`src/rtl/ram_stream_reader_pkg.sv`:
```
// ram_stream_pkg: constants and types shared by the RAM stream reader.
//   DW         - data word width (matches the 1024x16 buffer RAM word)
//   AW         - RAM address width, RAM depth is 2**AW
//   FIFO_DEPTH - skid FIFO entries (the design only supports 2)
//   state_t    - controller state encoding
//   beat_t     - one stream beat: word, offset from base, last flag
package ram_stream_pkg;

    localparam int DW         = 16;
    localparam int AW         = 10;
    localparam int FIFO_DEPTH = 2;

    typedef enum logic [1:0] {
        IDLE  = 2'd0,
        READ  = 2'd1,
        DRAIN = 2'd2
    } state_t;

    typedef struct packed {
        logic [DW-1:0] data;
        logic [AW:0]   idx;
        logic          last;
    } beat_t;

endpackage

```
`src/rtl/ram_stream_reader_if.sv`:
```
// ram_stream_reader_if: RAM read port plus the outgoing valid/ready stream.
//   ram_enb / ram_addrb  reader -> RAM read enable and address
//   ram_dob              RAM -> reader, valid the cycle after ram_enb
//   m_valid/m_ready      stream handshake
//   m_data/m_idx/m_last  stream payload (word, offset from base, final beat)
// Modports: master = the reader, slave = RAM model + downstream sink.
interface ram_stream_reader_if;
    import ram_stream_pkg::*;

    logic          ram_enb;
    logic [AW-1:0] ram_addrb;
    logic [DW-1:0] ram_dob;

    logic          m_valid;
    logic          m_ready;
    logic [DW-1:0] m_data;
    logic [AW:0]   m_idx;
    logic          m_last;

    modport master (
        output ram_enb, ram_addrb, m_valid, m_data, m_idx, m_last,
        input  ram_dob, m_ready
    );

    modport slave (
        input  ram_enb, ram_addrb, m_valid, m_data, m_idx, m_last,
        output ram_dob, m_ready
    );
endinterface

```
`src/rtl/ram_stream_reader_skid_fifo.sv`:
```
// rsr_skid_fifo: 2-entry register FIFO of stream beats.
//   clk, rst   clock, synchronous active-high reset (empties, clears slots)
//   push       write push_beat at the tail (caller guarantees not full)
//   pop        drop the head (caller guarantees not empty)
//   head       current head beat, stable until popped
//   occ        number of stored beats, 0..2
// Push and pop in the same cycle leave occ unchanged.
module rsr_skid_fifo
    import ram_stream_pkg::*;
(
    input  logic       clk,
    input  logic       rst,
    input  logic       push,
    input  beat_t      push_beat,
    input  logic       pop,
    output beat_t      head,
    output logic [1:0] occ
);

    logic       wr_ptr_q, wr_ptr_d;
    logic       rd_ptr_q, rd_ptr_d;
    logic [1:0] occ_q, occ_d;
    beat_t      slot [FIFO_DEPTH];

    genvar gi;
    generate
        for (gi = 0; gi < FIFO_DEPTH; gi++) begin : g_slot
            beat_t slot_q, slot_d;

            always_comb begin
                slot_d = slot_q;
                if (push && (wr_ptr_q == 1'(gi))) begin
                    slot_d = push_beat;
                end
            end

            // Slots are cleared on reset so the head reads as zero when empty.
            always_ff @(posedge clk) begin
                if (rst) begin
                    slot_q <= '0;
                end else begin
                    slot_q <= slot_d;
                end
            end

            assign slot[gi] = slot_q;
        end
    endgenerate

    always_comb begin
        wr_ptr_d = wr_ptr_q ^ push;
        rd_ptr_d = rd_ptr_q ^ pop;
        occ_d    = occ_q + {1'b0, push} - {1'b0, pop};
    end

    always_ff @(posedge clk) begin
        if (rst) begin
            wr_ptr_q <= 1'b0;
            rd_ptr_q <= 1'b0;
            occ_q    <= 2'd0;
        end else begin
            wr_ptr_q <= wr_ptr_d;
            rd_ptr_q <= rd_ptr_d;
            occ_q    <= occ_d;
        end
    end

    assign head = slot[rd_ptr_q];
    assign occ  = occ_q;

endmodule

```
`src/rtl/ram_stream_reader.sv`:
```
// ram_stream_reader: reads LEN consecutive words (wrapping mod 2**AW) from the
// buffer RAM starting at base_addr and re-emits them as a valid/ready stream
// through a 2-entry skid FIFO.
//   clk, rst    clock, synchronous active-high reset (aborts any command)
//   start       command strobe, only honoured in IDLE
//   base_addr   first RAM address, len word count 0..2**AW
//   busy        command in progress
//   done        one-cycle pulse after the final beat is accepted
//   bus         RAM read port + output stream (ram_stream_reader_if.master)
// Build option: RSR_ZERO_SKIP_EN drops zero-valued words from the stream;
// m_last then marks the last nonzero word.
module ram_stream_reader
    import ram_stream_pkg::*;
(
    input  logic                clk,
    input  logic                rst,
    input  logic                start,
    input  logic [AW-1:0]       base_addr,
    input  logic [AW:0]         len,
    output logic                busy,
    output logic                done,
    ram_stream_reader_if.master bus
);

    state_t        state_q, state_d;
    logic [AW-1:0] base_q, base_d;
    logic [AW:0]   len_q, len_d;
    logic [AW:0]   issued_q, issued_d;
    logic [AW:0]   pend_idx_q, pend_idx_d;
    logic          pend_q, pend_d;
    logic          done_q, done_d;

    logic          issue;
    logic          pop;
    logic          finish;
    logic [1:0]    fifo_occ;
    logic [1:0]    occ_total;
    logic [2:0]    load;
    logic          push;
    beat_t         push_beat;
    beat_t         head;

    rsr_skid_fifo u_fifo (
        .clk       (clk),
        .rst       (rst),
        .push      (push),
        .push_beat (push_beat),
        .pop       (pop),
        .head      (head),
        .occ       (fifo_occ)
    );

    assign bus.m_valid = (fifo_occ != 2'd0);
    assign bus.m_data  = head.data;
    assign bus.m_idx   = head.idx;
    assign bus.m_last  = head.last;
    assign pop         = bus.m_valid & bus.m_ready;

    // Space check counts the word still in flight from the RAM and credits the
    // beat leaving this cycle, which keeps a ready sink at one word per clock.
    always_comb begin
        load  = {1'b0, occ_total} + {2'b00, pend_q} - {2'b00, pop};
        issue = (state_q == READ) && (issued_q < len_q) && (load < 3'(FIFO_DEPTH));
    end

    assign bus.ram_enb   = issue;
    assign bus.ram_addrb = issue ? (base_q + issued_q[AW-1:0]) : '0;

    // Command ends when the last beat leaves, or (zero-skip with nothing to
    // send) when every read has landed and nothing is buffered.
    assign finish = (pop && head.last) || (!pend_q && (occ_total == 2'd0));

`ifdef RSR_ZERO_SKIP_EN
    // One nonzero word is held back until either another nonzero word arrives
    // (held word is not last) or the command has no reads left (held word is last).
    beat_t hold_q, hold_d;
    logic  hold_valid_q, hold_valid_d;
    logic  cap_nz;
    logic  flush;

    always_comb begin
        cap_nz       = pend_q && (bus.ram_dob != '0);
        flush        = hold_valid_q && !pend_q && (state_q == DRAIN);
        push         = (cap_nz && hold_valid_q) || flush;
        push_beat    = hold_q;
        push_beat.last = flush;
        hold_d       = hold_q;
        hold_valid_d = hold_valid_q;
        if (cap_nz) begin
            hold_d.data  = bus.ram_dob;
            hold_d.idx   = pend_idx_q;
            hold_d.last  = 1'b0;
            hold_valid_d = 1'b1;
        end else if (flush) begin
            hold_valid_d = 1'b0;
        end
    end

    always_ff @(posedge clk) begin
        if (rst) begin
            hold_q       <= '0;
            hold_valid_q <= 1'b0;
        end else begin
            hold_q       <= hold_d;
            hold_valid_q <= hold_valid_d;
        end
    end

    assign occ_total = fifo_occ + {1'b0, hold_valid_q};
`else
    logic pend_last_q, pend_last_d;

    assign pend_last_d = (issued_q == (len_q - {{AW{1'b0}}, 1'b1}));

    always_comb begin
        push      = pend_q;
        push_beat = '{data: bus.ram_dob, idx: pend_idx_q, last: pend_last_q};
    end

    always_ff @(posedge clk) begin
        if (rst) begin
            pend_last_q <= 1'b0;
        end else begin
            pend_last_q <= pend_last_d;
        end
    end

    assign occ_total = fifo_occ;
`endif

    always_comb begin
        state_d    = state_q;
        base_d     = base_q;
        len_d      = len_q;
        issued_d   = issued_q + {{AW{1'b0}}, issue};
        pend_d     = issue;
        pend_idx_d = issued_q;
        done_d     = 1'b0;
        case (state_q)
            IDLE: begin
                if (start) begin
                    if (len != '0) begin
                        base_d   = base_addr;
                        len_d    = len;
                        issued_d = '0;
                        state_d  = READ;
                    end else begin
                        done_d = 1'b1;
                    end
                end
            end
            READ: begin
                if (issued_d == len_q) begin
                    state_d = DRAIN;
                end
            end
            DRAIN: begin
                if (finish) begin
                    done_d  = 1'b1;
                    state_d = IDLE;
                end
            end
            default: state_d = IDLE;
        endcase
    end

    always_ff @(posedge clk) begin
        if (rst) begin
            state_q    <= IDLE;
            base_q     <= '0;
            len_q      <= '0;
            issued_q   <= '0;
            pend_q     <= 1'b0;
            pend_idx_q <= '0;
            done_q     <= 1'b0;
        end else begin
            state_q    <= state_d;
            base_q     <= base_d;
            len_q      <= len_d;
            issued_q   <= issued_d;
            pend_q     <= pend_d;
            pend_idx_q <= pend_idx_d;
            done_q     <= done_d;
        end
    end

    assign busy = (state_q != IDLE);
    assign done = done_q;

endmodule

```
`src/flat_wrapper.sv`:
```
// flat-port wrapper written by rule: the top's interface ports become plain ports
module ram_stream_reader_flat import ram_stream_pkg::*;
  (clk, rst, start, base_addr, len, busy, done, bus_ram_enb, bus_ram_addrb, bus_m_valid, bus_m_data, bus_m_idx, bus_m_last, bus_ram_dob, bus_m_ready);
  ram_stream_reader_if bus_i ();
  input  logic clk;
  input  logic rst;
  input  logic start;
  input  logic [AW-1:0] base_addr;
  input  logic [AW:0] len;
  output logic busy;
  output logic done;
  output wire logic [$bits(bus_i.ram_enb)-1:0] bus_ram_enb;
  output wire logic [$bits(bus_i.ram_addrb)-1:0] bus_ram_addrb;
  output wire logic [$bits(bus_i.m_valid)-1:0] bus_m_valid;
  output wire logic [$bits(bus_i.m_data)-1:0] bus_m_data;
  output wire logic [$bits(bus_i.m_idx)-1:0] bus_m_idx;
  output wire logic [$bits(bus_i.m_last)-1:0] bus_m_last;
  input wire logic [$bits(bus_i.ram_dob)-1:0] bus_ram_dob;
  input wire logic [$bits(bus_i.m_ready)-1:0] bus_m_ready;
  assign bus_ram_enb = bus_i.ram_enb;
  assign bus_ram_addrb = bus_i.ram_addrb;
  assign bus_m_valid = bus_i.m_valid;
  assign bus_m_data = bus_i.m_data;
  assign bus_m_idx = bus_i.m_idx;
  assign bus_m_last = bus_i.m_last;
  assign bus_i.ram_dob = bus_ram_dob;
  assign bus_i.m_ready = bus_m_ready;
  ram_stream_reader u_core (.clk(clk), .rst(rst), .start(start), .base_addr(base_addr), .len(len), .busy(busy), .done(done), .bus(bus_i));
endmodule
```
`config.mk`:
```
export PLATFORM = sky130hd
export DESIGN_NAME = ram_stream_reader_flat
export DESIGN_NICKNAME = d
export VERILOG_FILES = /design/src/rtl/ram_stream_reader_pkg.sv /design/src/rtl/ram_stream_reader_if.sv /design/src/rtl/ram_stream_reader_skid_fifo.sv /design/src/rtl/ram_stream_reader.sv /design/src/flat_wrapper.sv
export SDC_FILE = /design/constraint.sdc
export NUM_CORES = 1
export LEC_CHECK = 0
export CAP_MARGIN = 20
export CORE_UTILIZATION = 38
export DETAILED_ROUTE_END_ITERATION = 10
export SLEW_MARGIN = 20
export SYNTH_ARGS = -nofsm -noshare
export SYNTH_HDL_FRONTEND = slang
export SYNTH_SLANG_ARGS = --single-unit
export TNS_END_PERCENT = 10
```
`constraint.sdc`:
```
create_clock -name clk -period 4.25 [get_ports clk]
set_input_delay 0.85 -clock clk [delete_from_list [all_inputs] [get_ports clk]]
set_output_delay 0.85 -clock clk [all_outputs]
set_load 0.005 [all_outputs]
```
==> summary.md, run 1 <==
| Metric | Value |
|---|---|
| Outcome | `complete, no violations` |
| Vias/cell | `5.05` |
| Peak Freq | `244 MHz` |
| Hold buffers post-CTS | `0` |
| Number of synthesized flops with an enable pin | `0` |
| CP Class | `in -> out` |
| Mapped Nets | `682` |
| Delay-heaviest family, CP | `buffers and inverters` |
| Final min period | `4.10 ns` |
| Comb pwr share | `31.9%` |
| Critical path capture point type | `output pin` |
| Clock sinks | `108` |
| Worst EP required | `3.40 ns` |
| Net switching power | `0.909 mW` |
| Final hold vios | `0` |
| Predominant post-synthesis flop cell | `dfxtp_1` |
| Core Util, Final | `49.6%` |
| RSZ-0062 raised after global routing | `no` |
| Worst Path Max Fanout | `4` |
| DIE HEIGHT | `123 um` |
| Int Pwr | `1.97 mW` |
| Post-Layout Inst Area | `6960 um2` |
| Yosys top cell by area | `dfxtp_1` |
| Crit path buffers/inverters | `8` |
| Post-Syn Area | `5520 um2` |
| Hold path depth | `2` |
| Clock Power Share | `28.3%` |
| Slew headroom | `30.0%` |
| Horiz. Die Dim | `123 um` |
| Setup_tns | `0 ns` |
| R2R setup slack | `0.31 ns` |
| Total CTS buffers | `9` |
| Routability Congestion | `0.842` |
| Placed cell area | `6560 um2` |
| CTS clk-pin slew, worst paths | `0.08 ns` |
| Clock Tree Buf Depth | `2` |
| CP startpoint kind | `input port` |
| Sequential element share of the synthesized area | `39.2%` |
| Rows | `43` |
| Pleak | `2.62 nW` |
| Max Cap Viol | `0` |
| Hpwl dp | `9.49 mm` |
| Antenna Nets Post-Route | `0` |
| Min-delay worst type | `reg -> reg` |
| Post-synth top area share | `39.2%` |
| # IOs | `83` |
| Crit-path cells | `clkdlybuf4s15_1, nand2_2, inv_2, ha_4, inv_1, ha_2, fa_1, a2111oi_4, o211ai_1, buf_4, buf_6, buf_6, buf_4, nor3b_2, buf_2` |
| Avg Inst Size Synth | `9.02 um2` |
| Core area | `14000 um2` |
| Number of port buffers | `82` |
| WL/cell | `15.3 um` |
| CTS tree | `done` |
| Clock root cell | `clkbuf_16` |
| Number of synthesized register bits | `108` |
| Largest net degree at the start of global routing | `57` |
| First-pass DRT Iterations | `4` |
| Net Sw Frac | `31.6%` |
| Crit path max-delay cell type | `fa_1` |
| Max Slew Vio Count | `0` |
| Initial DRC count | `143` |
| First-pass GRT wire length | `21.3 mm` |
| WHS | `0.467 ns` |
| Vias post-DR | `4450` |
| Synth unique cells | `60` |
| CP peak stage delay | `0.49 ns` |
| Total power draw | `2.87 mW` |
| Arr. time, crit path | `3.25 ns` |
| WP depth | `15` |
| Die footprint | `15000 um2` |
| Vias in the first global route | `4410` |
| Maximum vdd ir drop | `197 uV` |
| Routed WL | `13.5 mm` |
| Synth area leaders | `dfxtp_1 (39%), mux2i_1 (11%), ha_1 (6.1%)` |
| Syn Inst Count | `612` |
| Ys async rst share | `0%` |
| H-tree Lvls | `3` |
| P&R area growth vs syn | `26.1%` |
| Slew @ Worst Pin | `1.05 ns` |
| Period utilization | `96.6%` |
| Initial antenna violation count | `0` |
| Ant diodes | `0` |
| Setup-failing EPs final | `0` |
| Final nets | `766` |
| Initial core utilization | `39.3%` |
| GR Overflow Total | `0` |
| Yosys warns | `0` |
| Cell Pwr Density | `413 nW/um2` |
| # DRC | `0` |
| R2R depth | `19` |
| Skew-Pair Late Insertion Delay | `0.35 ns` |
| Layout cells sized above 1 | `16.1%` |
| Sequential fraction of design power | `39.8%` |
| All-Layer GR Usage | `18.5%` |
| Clock Skew | `0.00878 ns` |
worst paths after layout:
path,start,end
min,u_core.base_q[2]$_SDFFE_PP0P_,u_core.base_q[2]$_SDFFE_PP0P_
max,bus_m_ready,bus_ram_addrb[0]
max reg2reg,u_core.u_fifo.occ[1]$_SDFF_PP0_,u_core.state_q[1]$_SDFFE_PP0P_
min reg2reg,u_core.base_q[2]$_SDFFE_PP0P_,u_core.base_q[2]$_SDFFE_PP0P_
synthesized netlist by cell type (3+ instances only):
cell type / n
a211oi_1: 3
a21o_1: 4
a21oi_1: 34
and3_1: 4
buf_1: 4
buf_2: 3
clkbuf_1: 26
dfxtp_1: 108
ha_1: 27
inv_1: 27
mux2_2: 27
mux2i_1: 59
nand2_1: 57
nand3_1: 8
nand4_1: 5
nand4b_1: 3
nor2_1: 88
nor2b_1: 13
nor3_1: 16
nor3b_1: 4
nor4_1: 5
o2111ai_1: 3
o21a_1: 5
o21ai_0: 6
xnor2_1: 15
xor2_1: 15
cells in the final DEF (no fill, tap or decap), types with 5 or more instances in the layout:
| master | synthesis | final |
|---|---|---|
| mux2_2 | 27 | 27 |
| xor2_1 | 15 | 15 |
| nor3_2 | 0 | 7 |
| o21ai_0 | 6 | 6 |
| a21oi_1 | 34 | 34 |
| nand3_1 | 8 | 8 |
| nand2_1 | 57 | 56 |
| clkdlybuf4s50_1 | 0 | 69 |
| nor2_1 | 88 | 87 |
| nor3_1 | 16 | 9 |
| clkbuf_16 | 0 | 9 |
| ha_1 | 27 | 22 |
| xnor2_1 | 15 | 15 |
| nand4_1 | 5 | 5 |
| buf_2 | 3 | 11 |
| inv_1 | 27 | 26 |
| dfxtp_1 | 108 | 108 |
| nor4_1 | 5 | 5 |
| buf_4 | 1 | 22 |
| o21a_1 | 5 | 5 |
| nor2b_1 | 13 | 13 |
| mux2i_1 | 59 | 59 |
tightest hold or removal path: stages, from the launching register on:
cell and delay (ns):
dfxtp_1 0.32, nand2_1 0.05, a21oi_1 0.05
flip-flops by register name (all words and copies together) (netlist names):
name                         cells
u_core.base_q                   10
u_core.issued_q                 11
u_core.u_fifo.wr_ptr_q           1
u_core.done                      1
u_core.len_q                    11
u_core.pend_last_q               1
u_core.u_fifo.rd_ptr_q           1
u_core.pend_idx_q               11
u_core.pend_q                    1
u_core.u_fifo.g_slot.slot_q     56
u_core.state_q                   2
u_core.u_fifo.occ                2
metrics by stage:
step,worst slack (ns),instances
floorplan,0.0438,612
global placement,-0.313,856
detailed placement,-0.348,856
CTS,0.0148,880
global route,0.0302,881
finish,0.146,881
kinds of logic after synthesis:
family                   Yosys count  synth area share (%)
multiplexers                      86                  16.2
flip-flops                       108                  39.2
XOR/XNOR                          31                  5.06
buffers and inverters             62                  4.49
AO/OA/AOI/OAI                     78                  9.57
adder cells (fa/ha/maj)           29                  6.85
AND/OR/NAND/NOR                  218                  18.7
cell type report:
class,instances,area [um2]
Timing Repair Buffer,108,965
Clock buffer,11,243
Fill cell,1321,7080
Tap cell,180,225
Clock inverter,5,41.3
Inverter,27,101
Sequential cell,108,2160
Multi-Input combinational cell,442,3220
metal layers:
layer	global-route usage, %	part of all wire (%)	vias up
met5	0	0	-
met4	6.71	1.5	0
met3	4.00	4.7	13
met2	32.5	49	100
met1	21.8	45	2072
li1	-	-	2265
power groups by stage:
stage / Clock [mW] / Sequential, mW / Combinational (mW)
2_1_floorplan: 0 / 1.14 / 0.546
3_3_place_gp: 0 / 1.16 / 0.785
3_5_place_dp: 0 / 1.17 / 0.794
4_1_cts: 0.844 / 1.14 / 0.888
5_1_grt: 0.881 / 1.15 / 1.01
6_report: 0.814 / 1.14 / 0.917
what timing repair did:
item,4_1_cts,5_1_grt
pin swaps,8,12
cloned,1,0
buffers inserted,7,1
resized for setup,54,12
endpoints found under the setup margin,11,12
No activity file was read; power rests on OpenSTA's default activity.
==> inputs of run 2 (changes only) <==
--- a/config.mk
+++ b/config.mk
@@ -7,7 +7,9 @@
 export LEC_CHECK = 0
 export CAP_MARGIN = 20
 export CORE_UTILIZATION = 38
+export CTS_BUF_LIST = sky130_fd_sc_hd__clkbuf_4 sky130_fd_sc_hd__clkbuf_8
 export DETAILED_ROUTE_END_ITERATION = 10
+export HOLD_SLACK_MARGIN = 0.06
 export SLEW_MARGIN = 20
 export SYNTH_ARGS = -nofsm -noshare
 export SYNTH_HDL_FRONTEND = slang
==> run 2 against run 1 <==
  * Clock power shrank 25%
  * Cell area shrank 0.81%
  * Critical path depth shrank 1
  * Register-to-register slack is essentially flat
  * Critical endpoint unchanged
==> summary.md, run 2 (synthesis results as in run 1) <==
| Metric | Value |
|---|---|
| Worst R2R End | `u_core.state_q[1]$_SDFFE_PP0P_ (unchanged)` |
| GR Util met2 | `32.8% (was 32.5%)` |
| Setup-failing EPs final | `0 (unchanged)` |
| Hold path depth | `2 (unchanged)` |
| Clock Skew | `0.0144 ns (was 0.00878 ns)` |
| Maximum vdd ir drop | `199 uV (was 197 uV)` |
| Vias in the first global route | `4404 (was 4410)` |
| Min-delay worst type | `reg -> reg (unchanged)` |
| Total power draw | `2.65 mW (was 2.87 mW)` |
| Cell Pwr Density | `384 nW/um2 (was 413 nW/um2)` |
| Peak Freq | `242 MHz (was 244 MHz)` |
| Total CTS buffers | `9 (unchanged)` |
| Max Slew Vio Count | `0 (unchanged)` |
| Rows | `43 (unchanged)` |
| Outcome | `complete, no violations (unchanged)` |
| Hpwl dp | `9.49 mm (unchanged)` |
| Skew-Pair Late Insertion Delay | `0.39 ns (was 0.35 ns)` |
| # IOs | `83 (unchanged)` |
| Initial DRC count | `186 (was 143)` |
| Worst EP required | `3.40 ns (about the same)` |
| Layout cells sized above 1 | `16.6% (was 16.1%)` |
| Final hold vios | `0 (unchanged)` |
| Routability Congestion | `0.842 (unchanged)` |
| First-pass DRT Iterations | `4 (unchanged)` |
| Biggest register | `u_core.u_fifo.g_slot.slot_q (unchanged)` |
| Met3 usage | `4.69% (was 4.00%)` |
| Die footprint | `15000 um2 (unchanged)` |
| GRT Max-Usage Layer | `met2 (unchanged)` |
| WL/cell | `15.3 um (about the same)` |
| Antenna Nets Post-Route | `0 (unchanged)` |
| All-Layer GR Usage | `18.6% (was 18.5%)` |
| # DRC | `0 (unchanged)` |
| Slew headroom | `29.9% (was 30.0%)` |
| DIE HEIGHT | `123 um (unchanged)` |
| Max Cap Viol | `0 (unchanged)` |
| Hold Path Origin | `u_core.base_q[2]$_SDFFE_PP0P_ (unchanged)` |
| Period utilization | `97.3% (was 96.6%)` |
| H-tree Lvls | `3 (unchanged)` |
| CP Class | `in -> out (unchanged)` |
| Slew @ Worst Pin | `1.05 ns (about the same)` |
| CTS clk-pin slew, worst paths | `0.11 ns (was 0.08 ns)` |
| P&R area growth vs syn | `25.1% (was 26.1%)` |
| CP startpoint kind | `input port (unchanged)` |
| Sequential Area | `2160 um2 (about the same)` |
| Endpoint, Worst Hold | `u_core.base_q[2]$_SDFFE_PP0P_ (unchanged)` |
| Worst Path Max Fanout | `4 (unchanged)` |
| Initial antenna violation count | `0 (unchanged)` |
| Number of port buffers | `82 (unchanged)` |
| Pleak | `2.59 nW (was 2.62 nW)` |
| Core area | `14000 um2 (unchanged)` |
| Final nets | `768 (was 766)` |
| Horiz. Die Dim | `123 um (unchanged)` |
| Clock Tree Buf Depth | `2 (unchanged)` |
| Area taken by multi-input logic gates | `3240 um2 (was 3220 um2)` |
| GR Overflow Total | `0 (unchanged)` |
| Clock sinks | `108 (unchanged)` |
| Critical path capture point type | `output pin (unchanged)` |
| Worst r2r src | `u_core.u_fifo.occ[1]$_SDFF_PP0_ (unchanged)` |
| Routed WL | `13.5 mm (about the same)` |
| R2R depth | `21 (was 19)` |
| Vias post-DR | `4464 (was 4450)` |
| Max reg flops | `56 (unchanged)` |
| Commonest non-fill, non-tap cell in the layout | `dfxtp_1 (unchanged)` |
| WHS | `0.472 ns (was 0.467 ns)` |
| Largest net degree at the start of global routing | `57 (unchanged)` |
| CTS tree | `done (unchanged)` |
| Initial core utilization | `39.3% (unchanged)` |
| Final min period | `4.13 ns (was 4.10 ns)` |
| Ant diodes | `0 (unchanged)` |
| Arr. time, crit path | `3.28 ns (was 3.25 ns)` |
| First-pass GRT wire length | `21.4 mm (was 21.3 mm)` |
| R2R setup slack | `0.32 ns (was 0.31 ns)` |
| Fill cells | `1330 (was 1321)` |
| Most frequent cells in the layout | `dfxtp_1 (107), nor2_1 (87), clkdlybuf4s50_1 (69) (was dfxtp_1 (108), nor2_1 (87), clkdlybuf4s50_1 (69))` |
| Vias/cell | `5.06 (was 5.05)` |
| Met1 usage | `21.9% (was 21.8%)` |
| Clock root cell | `clkbuf_8 (was clkbuf_16)` |
==> run 2: report_power, final <==
part	total [mW]	switching, mW	leakage [nW]	internal [mW]
sequential	1.15	0.0678	0.875	1.08
clock	0.611	0.368	0.0957	0.244
combinational	0.894	0.442	1.62	0.453
==> run 2: per-layer routing <==
| metal | wire length (um) | part of all wire (%) |
|---|---|---|
| met4 | 199 | 1.5 |
| met2 | 6650 | 49 |
| met3 | 663 | 4.9 |
| met1 | 5970 | 44 |
| met5 | 0 | 0 |
==> run 2: worst max path at each step <==
stage	depth (start not counted)	startpoint	end	slack, ns
CTS	20	u_core.u_fifo.occ[1]$_SDFF_PP0_	u_core.state_q[1]$_SDFFE_PP0P_	0.03
finish	14	bus_m_ready	bus_ram_addrb[0]	0.12
global placement	12	bus_m_ready	bus_ram_addrb[1]	-0.31
detailed placement	12	bus_m_ready	bus_ram_addrb[9]	-0.35
global route	14	bus_m_ready	bus_ram_addrb[1]	-0.003
floorplan	19	bus_m_ready	u_core.state_q[1]$_SDFFE_PP0P_	0.04
==> run 2: what timing repair did <==
action | 4_1_cts | 5_1_grt
gates resized for setup | 61 | 8
hold buffers | 0 | 0
endpoints found under the setup margin | 11 | 13
cloned | 1 | 0
setup buffers | 8 | 2
pin swaps | 14 | 6
hold endpoints to repair | 0 | 0
==> run 2: critical path, cell delays in order <==
cell and delay, ns:
dlygate4sd2_1 0.24, nand2_2 0.07, inv_1 0.04, ha_1 0.26, inv_1 0.04, ha_2 0.17, fa_1 0.49, a2111oi_4 0.21
o211ai_1 0.18, buf_4 0.18, buf_4 0.14, buf_4 0.14, nor3b_2 0.15, buf_2 0.13
==> run 2: per-stage QoR <==
stage / cell area, um2 / utilization (%) / instances / TNS (ns) / setup slack, ns
CTS: 6860 / 48.9 / 881 / 0 / 0.0292
detailed placement: 6560 / 46.7 / 856 / -4.10 / -0.348
global route: 6900 / 49.2 / 883 / -0.00452 / -0.00261
floorplan: 5540 / - / 612 / 0 / 0.0438
global placement: 6560 / 46.7 / 856 / -3.79 / -0.313
finish: 6900 / 49.2 / 883 / 0 / 0.116
==> run 2: cell type report <==
cell class | count | area share [%]
Clock buffer | 11 | 2.10
Clock inverter | 5 | 0.598
Inverter | 27 | 1.47
Multi-Input combinational cell | 442 | 47.0
Sequential cell | 108 | 31.3
Tap cell | 180 | 3.26
Timing Repair Buffer | 110 | 14.2
==> inputs of run 3 (changes only) <==
--- a/config.mk
+++ b/config.mk
@@ -10,7 +10,6 @@
 export CTS_BUF_LIST = sky130_fd_sc_hd__clkbuf_4 sky130_fd_sc_hd__clkbuf_8
 export DETAILED_ROUTE_END_ITERATION = 10
 export HOLD_SLACK_MARGIN = 0.06
-export SLEW_MARGIN = 20
 export SYNTH_ARGS = -nofsm -noshare
 export SYNTH_HDL_FRONTEND = slang
 export SYNTH_SLANG_ARGS = --single-unit
==> results of run 3 <==
The final DEF is identical to that of run 2; final timing and power are the same.
